`config.mk`:
```
export PLATFORM = sky130hd
export DESIGN_NAME = icmp_pipe_flat
export DESIGN_NICKNAME = d
export VERILOG_FILES = /design/src/rtl/icmp_pipe_if.sv /design/src/rtl/icmp_pipe.sv /design/src/flat_wrapper.sv
export SDC_FILE = /design/constraint.sdc
export NUM_CORES = 1
export LEC_CHECK = 0
export ABC_AREA = 1
export CAP_MARGIN = 20
export CORE_ASPECT_RATIO = 0.75
export CORE_MARGIN = 2
export CORE_UTILIZATION = 35
export CTS_BUF_LIST = sky130_fd_sc_hd__clkbuf_4 sky130_fd_sc_hd__clkbuf_8 sky130_fd_sc_hd__clkbuf_16
export CTS_CLUSTER_DIAMETER = 100
export DETAILED_ROUTE_END_ITERATION = 6
export PLACE_DENSITY = 0.77
export SYNTH_ARGS = -nofsm -noshare
export SYNTH_HDL_FRONTEND = slang
export SYNTH_SLANG_ARGS = --single-unit
```
`constraint.sdc`:
```
create_clock -name clk -period 2.07 [get_ports clk]
set_input_delay 0.621 -clock clk [delete_from_list [all_inputs] [get_ports clk]]
set_output_delay 0.621 -clock clk [all_outputs]
set_load 0.02 [all_outputs]
```
`src/rtl/icmp_pipe_if.sv`:
```
// Handshake/bus bundle for icmp_pipe: input transfer channel and result channel.
// Optional reduce outputs exist only when ICMP_PIPE_REDUCE_EN is defined.
interface icmp_pipe_if #(
  parameter int unsigned ParamBitWidth = 32,
  parameter int unsigned ParamLanes    = 1
) ();
  logic                                in_valid;
  logic                                in_ready;
  logic [3:0]                          in_op;
  logic [ParamLanes*ParamBitWidth-1:0] lhs;
  logic [ParamLanes*ParamBitWidth-1:0] rhs;
  logic                                out_valid;
  logic                                out_ready;
  logic [ParamLanes-1:0]               ret;
  logic                                op_err;
`ifdef ICMP_PIPE_REDUCE_EN
  logic                                ret_any;
  logic                                ret_all;
`endif

  // Producer of transfers / consumer of results
  modport master (
    output in_valid, in_op, lhs, rhs, out_ready,
    input  in_ready, out_valid, ret, op_err
`ifdef ICMP_PIPE_REDUCE_EN
    , input ret_any, ret_all
`endif
  );

  // The compare pipeline itself
  modport slave (
    input  in_valid, in_op, lhs, rhs, out_ready,
    output in_ready, out_valid, ret, op_err
`ifdef ICMP_PIPE_REDUCE_EN
    , output ret_any, ret_all
`endif
  );
endinterface

```
`src/rtl/icmp_pipe.sv`:
```
// icmp_pipe: multi-lane LLVM-style integer compare with a valid/ready pipeline.
// Stage 1 evaluates the predicate; later stages only delay. Bubbles collapse.
// Optional feature macro: ICMP_PIPE_REDUCE_EN adds ret_any / ret_all outputs.
module icmp_pipe #(
  parameter int unsigned ParamBitWidth = 32,
  parameter int unsigned ParamLanes    = 1,
  parameter int unsigned ParamLatency  = 2
) (
  input logic        clk,
  input logic        reset,
  icmp_pipe_if.slave bus
);
  localparam int unsigned W = ParamBitWidth;
  localparam int unsigned L = ParamLanes;
  localparam int unsigned D = ParamLatency;
  localparam logic [3:0]  OpMax = 4'd9;

  logic [W-1:0]        lane_a;
  logic [W-1:0]        lane_b;
  logic [L-1:0]        ret_c;
  logic                err_c;
  logic [D-1:0]        adv_c;
  logic [D-1:0]        load_c;

  logic [D-1:0]        v_q, v_d;
  logic [D-1:0][L-1:0] ret_q, ret_d;
  logic [D-1:0]        err_q, err_d;
`ifdef ICMP_PIPE_REDUCE_EN
  logic                any_c, all_c;
  logic [D-1:0]        any_q, any_d;
  logic [D-1:0]        all_q, all_d;
`endif

  // Per-lane predicate evaluation; unknown opcodes yield all-zero results
  always_comb begin
    ret_c  = '0;
    lane_a = '0;
    lane_b = '0;
    err_c  = (bus.in_op > OpMax);
    for (int i = 0; i < int'(L); i++) begin
      lane_a = bus.lhs[i*W +: W];
      lane_b = bus.rhs[i*W +: W];
      case (bus.in_op)
        4'd0:    ret_c[i] = (lane_a == lane_b);
        4'd1:    ret_c[i] = (lane_a != lane_b);
        4'd2:    ret_c[i] = (lane_a >  lane_b);
        4'd3:    ret_c[i] = (lane_a >= lane_b);
        4'd4:    ret_c[i] = (lane_a <  lane_b);
        4'd5:    ret_c[i] = (lane_a <= lane_b);
        4'd6:    ret_c[i] = ($signed(lane_a) >  $signed(lane_b));
        4'd7:    ret_c[i] = ($signed(lane_a) >= $signed(lane_b));
        4'd8:    ret_c[i] = ($signed(lane_a) <  $signed(lane_b));
        4'd9:    ret_c[i] = ($signed(lane_a) <= $signed(lane_b));
        default: ret_c[i] = 1'b0;
      endcase
    end
  end

`ifdef ICMP_PIPE_REDUCE_EN
  // Lane reductions, suppressed for an invalid opcode
  always_comb begin
    any_c = (|ret_c) & ~err_c;
    all_c = (&ret_c) & ~err_c;
  end
`endif

  // Stage advance: a stage may move if any later stage is empty or the output drains
  always_comb begin
    logic run;
    run         = bus.out_ready;
    adv_c       = '0;
    adv_c[D-1]  = run;
    for (int k = int'(D) - 2; k >= 0; k--) begin
      run      = run | ~v_q[k+1];
      adv_c[k] = run;
    end
    load_c = ~v_q | adv_c;
  end

  // Next-state for every stage; stage 0 takes the fresh compare result
  always_comb begin
    v_d   = v_q;
    ret_d = ret_q;
    err_d = err_q;
`ifdef ICMP_PIPE_REDUCE_EN
    any_d = any_q;
    all_d = all_q;
`endif
    if (load_c[0]) begin
      v_d[0]   = bus.in_valid;
      ret_d[0] = ret_c;
      err_d[0] = err_c;
`ifdef ICMP_PIPE_REDUCE_EN
      any_d[0] = any_c;
      all_d[0] = all_c;
`endif
    end
    for (int k = 1; k < int'(D); k++) begin
      if (load_c[k]) begin
        v_d[k]   = v_q[k-1];
        ret_d[k] = ret_q[k-1];
        err_d[k] = err_q[k-1];
`ifdef ICMP_PIPE_REDUCE_EN
        any_d[k] = any_q[k-1];
        all_d[k] = all_q[k-1];
`endif
      end
    end
  end

  // Pipeline registers with synchronous reset
  always_ff @(posedge clk) begin
    if (reset) begin
      v_q   <= '0;
      ret_q <= '0;
      err_q <= '0;
`ifdef ICMP_PIPE_REDUCE_EN
      any_q <= '0;
      all_q <= '0;
`endif
    end else begin
      v_q   <= v_d;
      ret_q <= ret_d;
      err_q <= err_d;
`ifdef ICMP_PIPE_REDUCE_EN
      any_q <= any_d;
      all_q <= all_d;
`endif
    end
  end

  assign bus.in_ready  = load_c[0];
  assign bus.out_valid = v_q[D-1];
  assign bus.ret       = ret_q[D-1];
  assign bus.op_err    = err_q[D-1];
`ifdef ICMP_PIPE_REDUCE_EN
  assign bus.ret_any   = any_q[D-1];
  assign bus.ret_all   = all_q[D-1];
`endif
endmodule

```
`src/flat_wrapper.sv`:
```
// flat-port wrapper written by rule: the top's interface ports become plain ports
module icmp_pipe_flat 
#(
  parameter int unsigned ParamBitWidth = 32,
  parameter int unsigned ParamLanes    = 1,
  parameter int unsigned ParamLatency  = 2
)
  (clk, reset, bus_in_valid, bus_in_op, bus_lhs, bus_rhs, bus_out_ready, bus_in_ready, bus_out_valid, bus_ret, bus_op_err);
  icmp_pipe_if #(.ParamBitWidth(ParamBitWidth), .ParamLanes(ParamLanes)) bus_i ();
  input logic clk;
  input logic reset;
  input wire logic [$bits(bus_i.in_valid)-1:0] bus_in_valid;
  input wire logic [$bits(bus_i.in_op)-1:0] bus_in_op;
  input wire logic [$bits(bus_i.lhs)-1:0] bus_lhs;
  input wire logic [$bits(bus_i.rhs)-1:0] bus_rhs;
  input wire logic [$bits(bus_i.out_ready)-1:0] bus_out_ready;
  output wire logic [$bits(bus_i.in_ready)-1:0] bus_in_ready;
  output wire logic [$bits(bus_i.out_valid)-1:0] bus_out_valid;
  output wire logic [$bits(bus_i.ret)-1:0] bus_ret;
  output wire logic [$bits(bus_i.op_err)-1:0] bus_op_err;
  assign bus_i.in_valid = bus_in_valid;
  assign bus_i.in_op = bus_in_op;
  assign bus_i.lhs = bus_lhs;
  assign bus_i.rhs = bus_rhs;
  assign bus_i.out_ready = bus_out_ready;
  assign bus_in_ready = bus_i.in_ready;
  assign bus_out_valid = bus_i.out_valid;
  assign bus_ret = bus_i.ret;
  assign bus_op_err = bus_i.op_err;
  icmp_pipe #(.ParamBitWidth(ParamBitWidth), .ParamLanes(ParamLanes), .ParamLatency(ParamLatency)) u_core (.clk(clk), .reset(reset), .bus(bus_i));
endmodule
```
### Yosys cells after proc, flatten, opt, wreduce, memory -nomap -nowiden

Index checks and enable logic that the tools add are counted.

* multipliers: 0
* shift-type cells: 0
* add/sub/neg operators: 0
* $lt $le $gt $ge: 9
* reductions and logical operators: 1
* eq/ne operators: 11
* bitwise operators: 4
* mux-type cells: 1
* divide/modulo/power cells: 0

Operators by type and width (count)
* $ge A32 B32 Y1: 2
* $gt A32 B32 Y1: 2
* $le A32 B32 Y1: 2
* $lt A32 B32 Y1: 2
* $eq A32 B32 Y1: 1
* $ne A32 B32 Y1: 1
* $eq A4 B3 Y1 const B: 4
* $pmux W1 S10: 1
* $eq A4 B2 Y1 const B: 2
* $eq A4 B4 Y1 const B: 2
* $eq A4 B1 Y1 const B: 1
* $gt A4 B4 Y1 const B: 1
* $logic_not A4 Y1: 1
* $not A2 Y2: 1
* $or A2 B2 Y2: 1
* $not A1 Y1: 1
* $or A1 B1 Y1: 1

* memory bits (writable): 0
* output and inout port bits: 4
* memories: 0
* flip-flop bits (word level): 6
* memory bits (read-only): 0
* bits in latches: 0

### Depth between registers and ports, before layout

Gate-level depths: netlist of run 1.

* word-level depth: 3
* depth in mapped cells: 18

### Least setup slack after synthesis of run 1

OpenSTA, ideal clock, no wires.

* path kind: input-to-reg
* from: input port bus_rhs[23]
* to: register u_core.ret_q[0] (netlist bit)
* path slack: -0.021 ns
* cell stages on the path: 15
* path buffers: 0
* data arrival time: 1.977 ns
* cells stage by stage: inv_1 > ha_1 > nand2_1 > nor2_2 > inv_2 > nor3_4 > nand2_2 > nand2_2 > nand2_1 > nand2_1 > nand2_1 > nor2_1 > nand3_1 > nand2_1 > a21oi_2

* word-level cells in the longest chain between the ends: 2
* elaborated cells on any way between the ends: 11

RTL lines
* from (decl): RTL line flat_wrapper.sv:15 `input wire logic [$bits(bus_i.rhs)-1:0] bus_rhs;`
* $le A32 B32 Y1, or another cell as far along: RTL line icmp_pipe.sv:53 `4'd9: ret_c[i] = ($signed(lane_a) <= $signed(lane_b));`
* $pmux W1 S10 (*): RTL line icmp_pipe.sv:43 `case (bus.in_op)`
* to (signal assigned): RTL line icmp_pipe.sv:123 `ret_q <= ret_d;`
* to (decl): RTL line icmp_pipe.sv:26 `logic [D-1:0][L-1:0] ret_q, ret_d;`

Mark *: on every way between the ends. The rest lies on a longest branch, timed or not.
A chain may end at the register's enable or synchronous reset.

### Worst setup path after layout of run 1

* from: input port bus_lhs[13]
* to: register u_core.ret_q[0] (netlist bit)

* word-level cells in the longest chain between the ends: 2
* elaborated cells on any way between the ends: 11

RTL lines
* from (decl): RTL line flat_wrapper.sv:14 `input wire logic [$bits(bus_i.lhs)-1:0] bus_lhs;`
* $le A32 B32 Y1, or another cell as far along: RTL line icmp_pipe.sv:53
* $pmux W1 S10 (*): RTL line icmp_pipe.sv:43

Marks and branches as above.

==> metrics.md, run 1 <==
| Metric | Value |
|---|---|
| TritonRoute pass-1 iters | `4` |
| RSZ-0062 raised after global routing | `yes` |
| Net count after synthesis | `325` |
| Die Width | `75.9 microns` |
| FP Rows | `19` |
| Grt total ovfl | `0` |
| RD Place Congestion | `0.761` |
| CP required | `2.23 ns` |
| CTS tree | `yes` |
| Nets@finish | `430` |
| Failing checks | `negative setup slack` |
| Core Area | `3680 sq um` |
| CTS Buf Count | `3` |
| Synthesis-to-layout area growth | `98.2%` |
| First-pass GRT wire length | `7250 microns` |
| Max-Cap Viols | `0` |
| Setup CP Type | `in -> reg` |
| Later-pin clock latency in the skew report | `0.22 ns` |
| CTS Hold Buffers Added | `0` |
| Sequential element share of the synthesized area | `8.85%` |
| Worst R2R Path Depth | `8` |
| Fraction of layout cells with a size suffix above 1 | `50.0%` |
| IR drop worst, VDD | `0.000217 V` |
| M1 WL | `1790 microns` |
| Vias per cell | `4.51` |
| Synth cell types | `24` |
| WL/cell | `11.0 microns` |
| Setup TNS | `-0.0571 ns` |
| GRT Overall Usage | `19.6%` |
| CP max FO | `3` |
| Slew HR | `79.0%` |
| Top routing layer in use | `met4` |
| Final worst path period share | `103%` |
| Lkg Pwr | `1.33 nW` |
| Initial antenna violation count | `0` |
| Routed wl met2 | `2020 microns` |
| Worst setup SP type | `input port` |
| Arr. time, crit path | `2.28 ns` |
| Die Y | `57.9 microns` |
| H-tree depth | `1` |
| Vias in the first global route | `1769` |
| Crit path time final | `2.13 ns` |
| Routed Antenna Nets | `0` |
| Worst setup EP type | `flip-flop` |
| Filler cells | `305` |
| Actual slew at the worst max-slew pin | `0.313 ns` |
| Clk slew on worst S/H paths | `0.04 ns` |
| Syn. warnings | `0` |
| Final Instance Count excl. Fillers | `376` |
| Status | `complete, but fails checks` |
| CTS root buf | `clkbuf_8` |
| Mean Syn Cell Area | `6.14 sq um` |
| Power Total | `0.783 mW` |
| Flops & latches, synth | `6` |
| Final HPWL DP | `3070 microns` |
| Final hold violation count | `0` |
| CTS Sinks | `6` |
| Die Area | `4400 sq um` |
| Min-Delay Path Class | `reg -> reg` |
| Initial core utilization | `36.8%` |
| Post-route DRC violation count | `0` |
| DRT iter0 DRCs | `30` |
| F_max | `470 MHz` |
| Pwr dens | `291 nW/um^2` |
| CTS max path bufs | `2` |
| WHS Path Cells | `2` |
| Dpl cells | `363` |
| WL final | `4150 microns` |
| Mapped Area | `1360 sq um` |
| Number of vias in the routed layout | `1695` |
| Worst Clk Skew | `0.00298 ns` |
| Largest net degree at the start of global routing | `7` |
| Port Buffer Count | `75` |
| Mapped Cells | `221` |
| Metal3 WL | `309 microns` |
| I/O pin cnt | `76` |
| Final setup viols | `1` |
| Final slew viol count | `0` |
| Diode count | `0` |
| Setup WS post-layout | `-0.0571 ns` |
placed cells by master, fill, tap and decap left out, drive strengths merged:
cell / count
a21o: 1
buf: 67
a21oi: 17
a211oi: 1
inv: 58
nor3: 7
nand3: 12
nor2: 17
ha: 32
nand4: 3
nand2: 60
clkdlybuf4s15: 19
o21a: 1
dlygate4sd2: 5
clkbuf: 3
o21ai: 5
dfxtp: 6
a311oi: 1
clkdlybuf4s50: 9
registers in the layout, indices dropped and copies added (netlist names):
signal,count
u_core.ret_q,1
u_core.err_q,2
u_core.bus.ret,1
u_core.v_q,2
synthesized netlist by cell type (all sizes together):
cell type  count  share of area (%)
nand2         60                 18
inv           58                 16
ha            32                 29
a21oi         17                6.5
nor2          17                6.5
nand3         12                5.3
nor3           7                3.8
dfxtp          6                8.8
o21ai          5                1.8
nand4          3                1.4
a211oi         1               0.55
a21o           1               0.55
a311oi         1               0.65
o21a           1               0.55
final timing paths:
kind	from	endpoint	slack, ns
max	bus_lhs[13]	u_core.ret_q[0]$_SDFFE_PP0P_	-0.06
min	u_core.bus.ret$_SDFFE_PP0P_	u_core.bus.ret$_SDFFE_PP0P_	0.46
max reg2reg	u_core.v_q[1]$_SDFFE_PP0P_	u_core.err_q[0]$_SDFFE_PP0P_	0.82
min reg2reg	u_core.bus.ret$_SDFFE_PP0P_	u_core.bus.ret$_SDFFE_PP0P_	0.46
critical path: stages:
cell and delay, ns:
clkdlybuf4s15_1 0.21, ha_4 0.29, nand4_1 0.20, buf_4 0.20, nor2_1 0.10, nand3_1 0.08, nor3_1 0.16, nand2_1 0.07
nand3_1 0.07, nand2_1 0.05, nand3_1 0.08, nand2_1 0.06, a21oi_2 0.10
area by class of cell:
cell class / instances / area [sq um] / area share, %
flip-flops and latches: 6 / 120 / 4.47
multi-input cells: 157 / 1470 / 54.7
clock buffers: 3 / 41.3 / 1.53
inverters: 58 / 220 / 8.19
well taps: 52 / 65.1 / 2.42
repair buffers: 100 / 771 / 28.7
per-layer routing:
layer / vias to the layer above / GRT usage [%]
li1: 901 / -
met1: 729 / 22.8
met2: 61 / 37.2
met3: 4 / 5.30
met4: 0 / 3.38
met5: - / 0
kinds of logic (layout without fill, tap and decap cells):
kind of cell             count (synthesis)  in the layout  synth area share [%]
AO/OA/AOI/OAI                           26             26                  10.7
AND/OR/NAND/NOR                         99             99                  34.9
adder cells (fa/ha/maj)                 32             32                  29.5
buffers and inverters                   58            161                  16.0
flip-flops                               6              6                  8.85
metrics by stage:
step / cell area, sq um / worst slack, ns / utilization (%) / hold slack [ns]
after floorplan: 1400 / 0.0116 / - / 0.430
after global placement: 2330 / -0.631 / 63.3 / 0.452
after detailed placement: 2330 / -0.632 / 63.3 / 0.457
after CTS: 2650 / 0.000387 / 71.9 / 0.463
after global routing: 2690 / -0.195 / 73.0 / 0.484
final: 2690 / -0.0571 / 73.0 / 0.459
what timing repair did:
action / CTS / global route
pin swaps: 76 / 13
endpoints found under the setup margin: 2 / 1
setup buffers: 9 / 1
resized for setup: 274 / 5
gates cloned: 0 / 0
where the power goes:
part	leakage (nW)	switching [mW]	internal (mW)
combinational	1.26	0.227	0.257
clock	0.0216	0.0476	0.125
sequential	0.0494	0.00311	0.124
(Power assumes the default switching activity.)
==> inputs of run 2 (changes only) <==
==> constraint.sdc (replaced) <==
create_clock -name clk -period 1.8 [get_ports clk]
set_input_delay 0.54 -clock clk [delete_from_list [all_inputs] [get_ports clk]]
set_output_delay 0.54 -clock clk [all_outputs]
set_load 0.02 [all_outputs]
==> run 2 against run 1 <==
Net effect:
- the run still ends with negative setup slack left
- combinational power rose by 24%
- clock power up 23%
- flip-flop and latch count unchanged
- first-iteration DRC count shrank 20%
- via count up 0.94%
- global-route usage is 0.51 points higher
- worst setup slack lost 0.18 ns
- core utilization grew 2.5 points
- non-clock buffer count is 1 higher
- critical path type unchanged
- largest power group unchanged
==> metrics.md, run 2 (synthesis gave the netlist of run 1 again) <==
| Metric | Value |
|---|---|
| Synthesis-to-layout area growth | `105%` |
| WL/cell | `11.4 microns (+3.2%)` |
| Placed inst area | `2500 sq um (+7.1%)` |
| Post-route DRC violation count | `0 (unchanged)` |
| Final Instance Count excl. Fillers | `377 (+0.27%)` |
| I/O pin cnt | `76 (unchanged)` |
| Slew HR | `81.7% (+2.7 points)` |
| FF/Latch Area | `120 sq um (unchanged)` |
| Grt total ovfl | `0 (unchanged)` |
| Fin area | `2780 sq um (+3.5%)` |
| Die Y | `57.9 microns (unchanged)` |
| DRT iter0 DRCs | `24 (-20%)` |
| Routed Antenna Nets | `0 (unchanged)` |
| Failing checks | `negative setup slack` |
| Later-pin clock latency in the skew report | `0.23 ns (about the same)` |
| Initial antenna violation count | `0 (unchanged)` |
| Min-Delay Path Class | `reg -> reg` |
| Slowest cell on the critical path | `ha_4` |
| Most frequent cells in the layout | `41 x nand2_1, 34 x buf_2, 32 x inv_2` |
| CTS Buf Count | `3 (unchanged)` |
| Port Buffer Count | `75 (unchanged)` |
| Vias per cell | `4.54 (+0.68%)` |
| Clk slew on worst S/H paths | `0.04 ns (about the same)` |
| Die Width | `75.9 microns (unchanged)` |
| Final slew viol count | `0 (unchanged)` |
| Pwr dens | `345 nW/um^2 (+18%)` |
| CP required | `1.96 ns (-0.27 ns)` |
| H-tree depth | `1 (unchanged)` |
| WP buf/inv | `3 (+1)` |
| Final hold violation count | `0 (unchanged)` |
| Worst hold margin | `0.459 ns (+0.000948 ns)` |
| Initial core utilization | `36.8% (unchanged)` |
| Multi-input gate area in the final layout | `1530 sq um (+4.2%)` |
| Critical-path cell list | `buf_2, inv_2, ha_4, nand2_2, nor2_1, nand4_1, nor2_2, buf_4, nand2_1, nand3_1, nand2_1, nand2_1, nor2_1, nand3_1, nand2_1, a21oi_2` |
| Vias in the first global route | `1805 (+2.0%)` |
| Setup TNS | `-0.238 ns (-0.181 ns)` |
| Status | `complete, but fails checks` |
| FP Rows | `19 (unchanged)` |
| IR drop worst, VDD | `0.000287 V (+32%)` |
| RSZ-0062 raised after global routing | `yes` |
| Most common cell on crit path | `nand2_1` |
| Arr. time, crit path | `2.20 ns (-0.08 ns)` |
| CTS tree | `yes` |
| Dpl cells | `362 (-0.28%)` |
| Largest regs | `u_core.err_q x2, u_core.v_q x2` |
| CP peak stage delay | `0.25 ns (-0.04 ns)` |
| Final setup viols | `1 (unchanged)` |
| WL final | `4290 microns (+3.5%)` |
| CTS root buf | `clkbuf_8` |
| Worst setup EP type | `flip-flop` |
| Die Area | `4400 sq um (unchanged)` |
| CTS Sinks | `6 (unchanged)` |
| Fraction of layout cells with a size suffix above 1 | `58.2% (+8.2 points)` |
| Largest net degree at the start of global routing | `7 (unchanged)` |
| Filler cells | `281 (-7.9%)` |
| Worst setup SP type | `input port` |
| CTS max path bufs | `2 (unchanged)` |
| Finished Core Util | `75.6% (+2.5 points)` |
| Delay-heaviest family, CP | `simple AND/OR/NAND/NOR gates` |
| Power Total | `0.960 mW (+23%)` |
| Crit path time final | `2.04 ns` |
| GRT Overall Usage | `20.1% (+0.51 points)` |
| Actual slew at the worst max-slew pin | `0.272 ns (-0.0403 ns)` |
| Setup CP Type | `in -> reg` |
| Max-Cap Viols | `0 (unchanged)` |
| Worst Clk Skew | `0.00288 ns (-0.0000985 ns)` |
| Lkg Pwr | `1.36 nW (+1.9%)` |
| Pre-CTS WS | `-0.883 ns (-0.250 ns)` |
| Final HPWL DP | `3080 microns (+0.36%)` |
| Flop2flop setup slack | `0.67 ns (-0.15 ns)` |
| RD Place Congestion | `0.789 (+3.7%)` |
| Commonest non-fill, non-tap cell in the layout | `nand2_1` |
| Nets@finish | `431 (+0.23%)` |
| F_max | `491 MHz` |
| Core Area | `3680 sq um (unchanged)` |
| Number of vias in the routed layout | `1711 (+0.94%)` |
| Setup WS post-layout | `-0.238 ns (-0.181 ns)` |
| Final worst path period share | `113%` |
| Diode count | `0 (unchanged)` |
| CTS Hold Buffers Added | `0 (unchanged)` |
| TritonRoute pass-1 iters | `4 (unchanged)` |
| First-pass GRT wire length | `7430 microns (+2.5%)` |
| CP max FO | `4 (+1)` |
## run 2: worst paths after layout
check                                             startpoint                           end  cells past startpoint
worst max register to register    u_core.v_q[1]$_SDFFE_PP0P_  u_core.err_q[0]$_SDFFE_PP0P_                      7
worst min register to register  u_core.ret_q[0]$_SDFFE_PP0P_   u_core.bus.ret$_SDFFE_PP0P_                      2
worst max-delay path                              bus_rhs[8]  u_core.ret_q[0]$_SDFFE_PP0P_                     16
worst min-delay path            u_core.ret_q[0]$_SDFFE_PP0P_   u_core.bus.ret$_SDFFE_PP0P_                      2
## run 2: worst min-delay path, cell delays in order (launching register included)
cell     delay [ns]
dfxtp_1        0.30
nand2_1        0.06
a21oi_1        0.05
## run 2: metal layers
| metal | vias up | routed length, microns | global-route usage, % |
|---|---|---|---|
| met3 | 6 | 214 | 2.96 |
| met1 | 744 | 1970 | 24.9 |
| met2 | 54 | 2040 | 37.8 |
| li1 | 907 | - | - |
| met5 | - | 0 | 0 |
| met4 | 0 | 69 | 4.42 |
## run 2: layout make-up
cell class,instances,area share (%)
multi-input cells,157,55.1
repair buffers,101,28.2
inverters,58,8.54
flip-flops and latches,6,4.31
well taps,52,2.34
clock buffers,3,1.48
## run 2: power by group
group          switching (mW)  internal, mW
Sequential            0.00377         0.142
Combinational           0.278         0.324
Clock                  0.0675         0.145
## run 2: repair_timing
| item | CTS | global route |
|---|---|---|
| hold endpoints to repair | 0 | 0 |
| gates resized for setup | 284 | 22 |
| endpoints found under the setup margin | 2 | 2 |
| setup buffers | 11 | 1 |
| pin swaps | 69 | 25 |
| cloned | 0 | 0 |
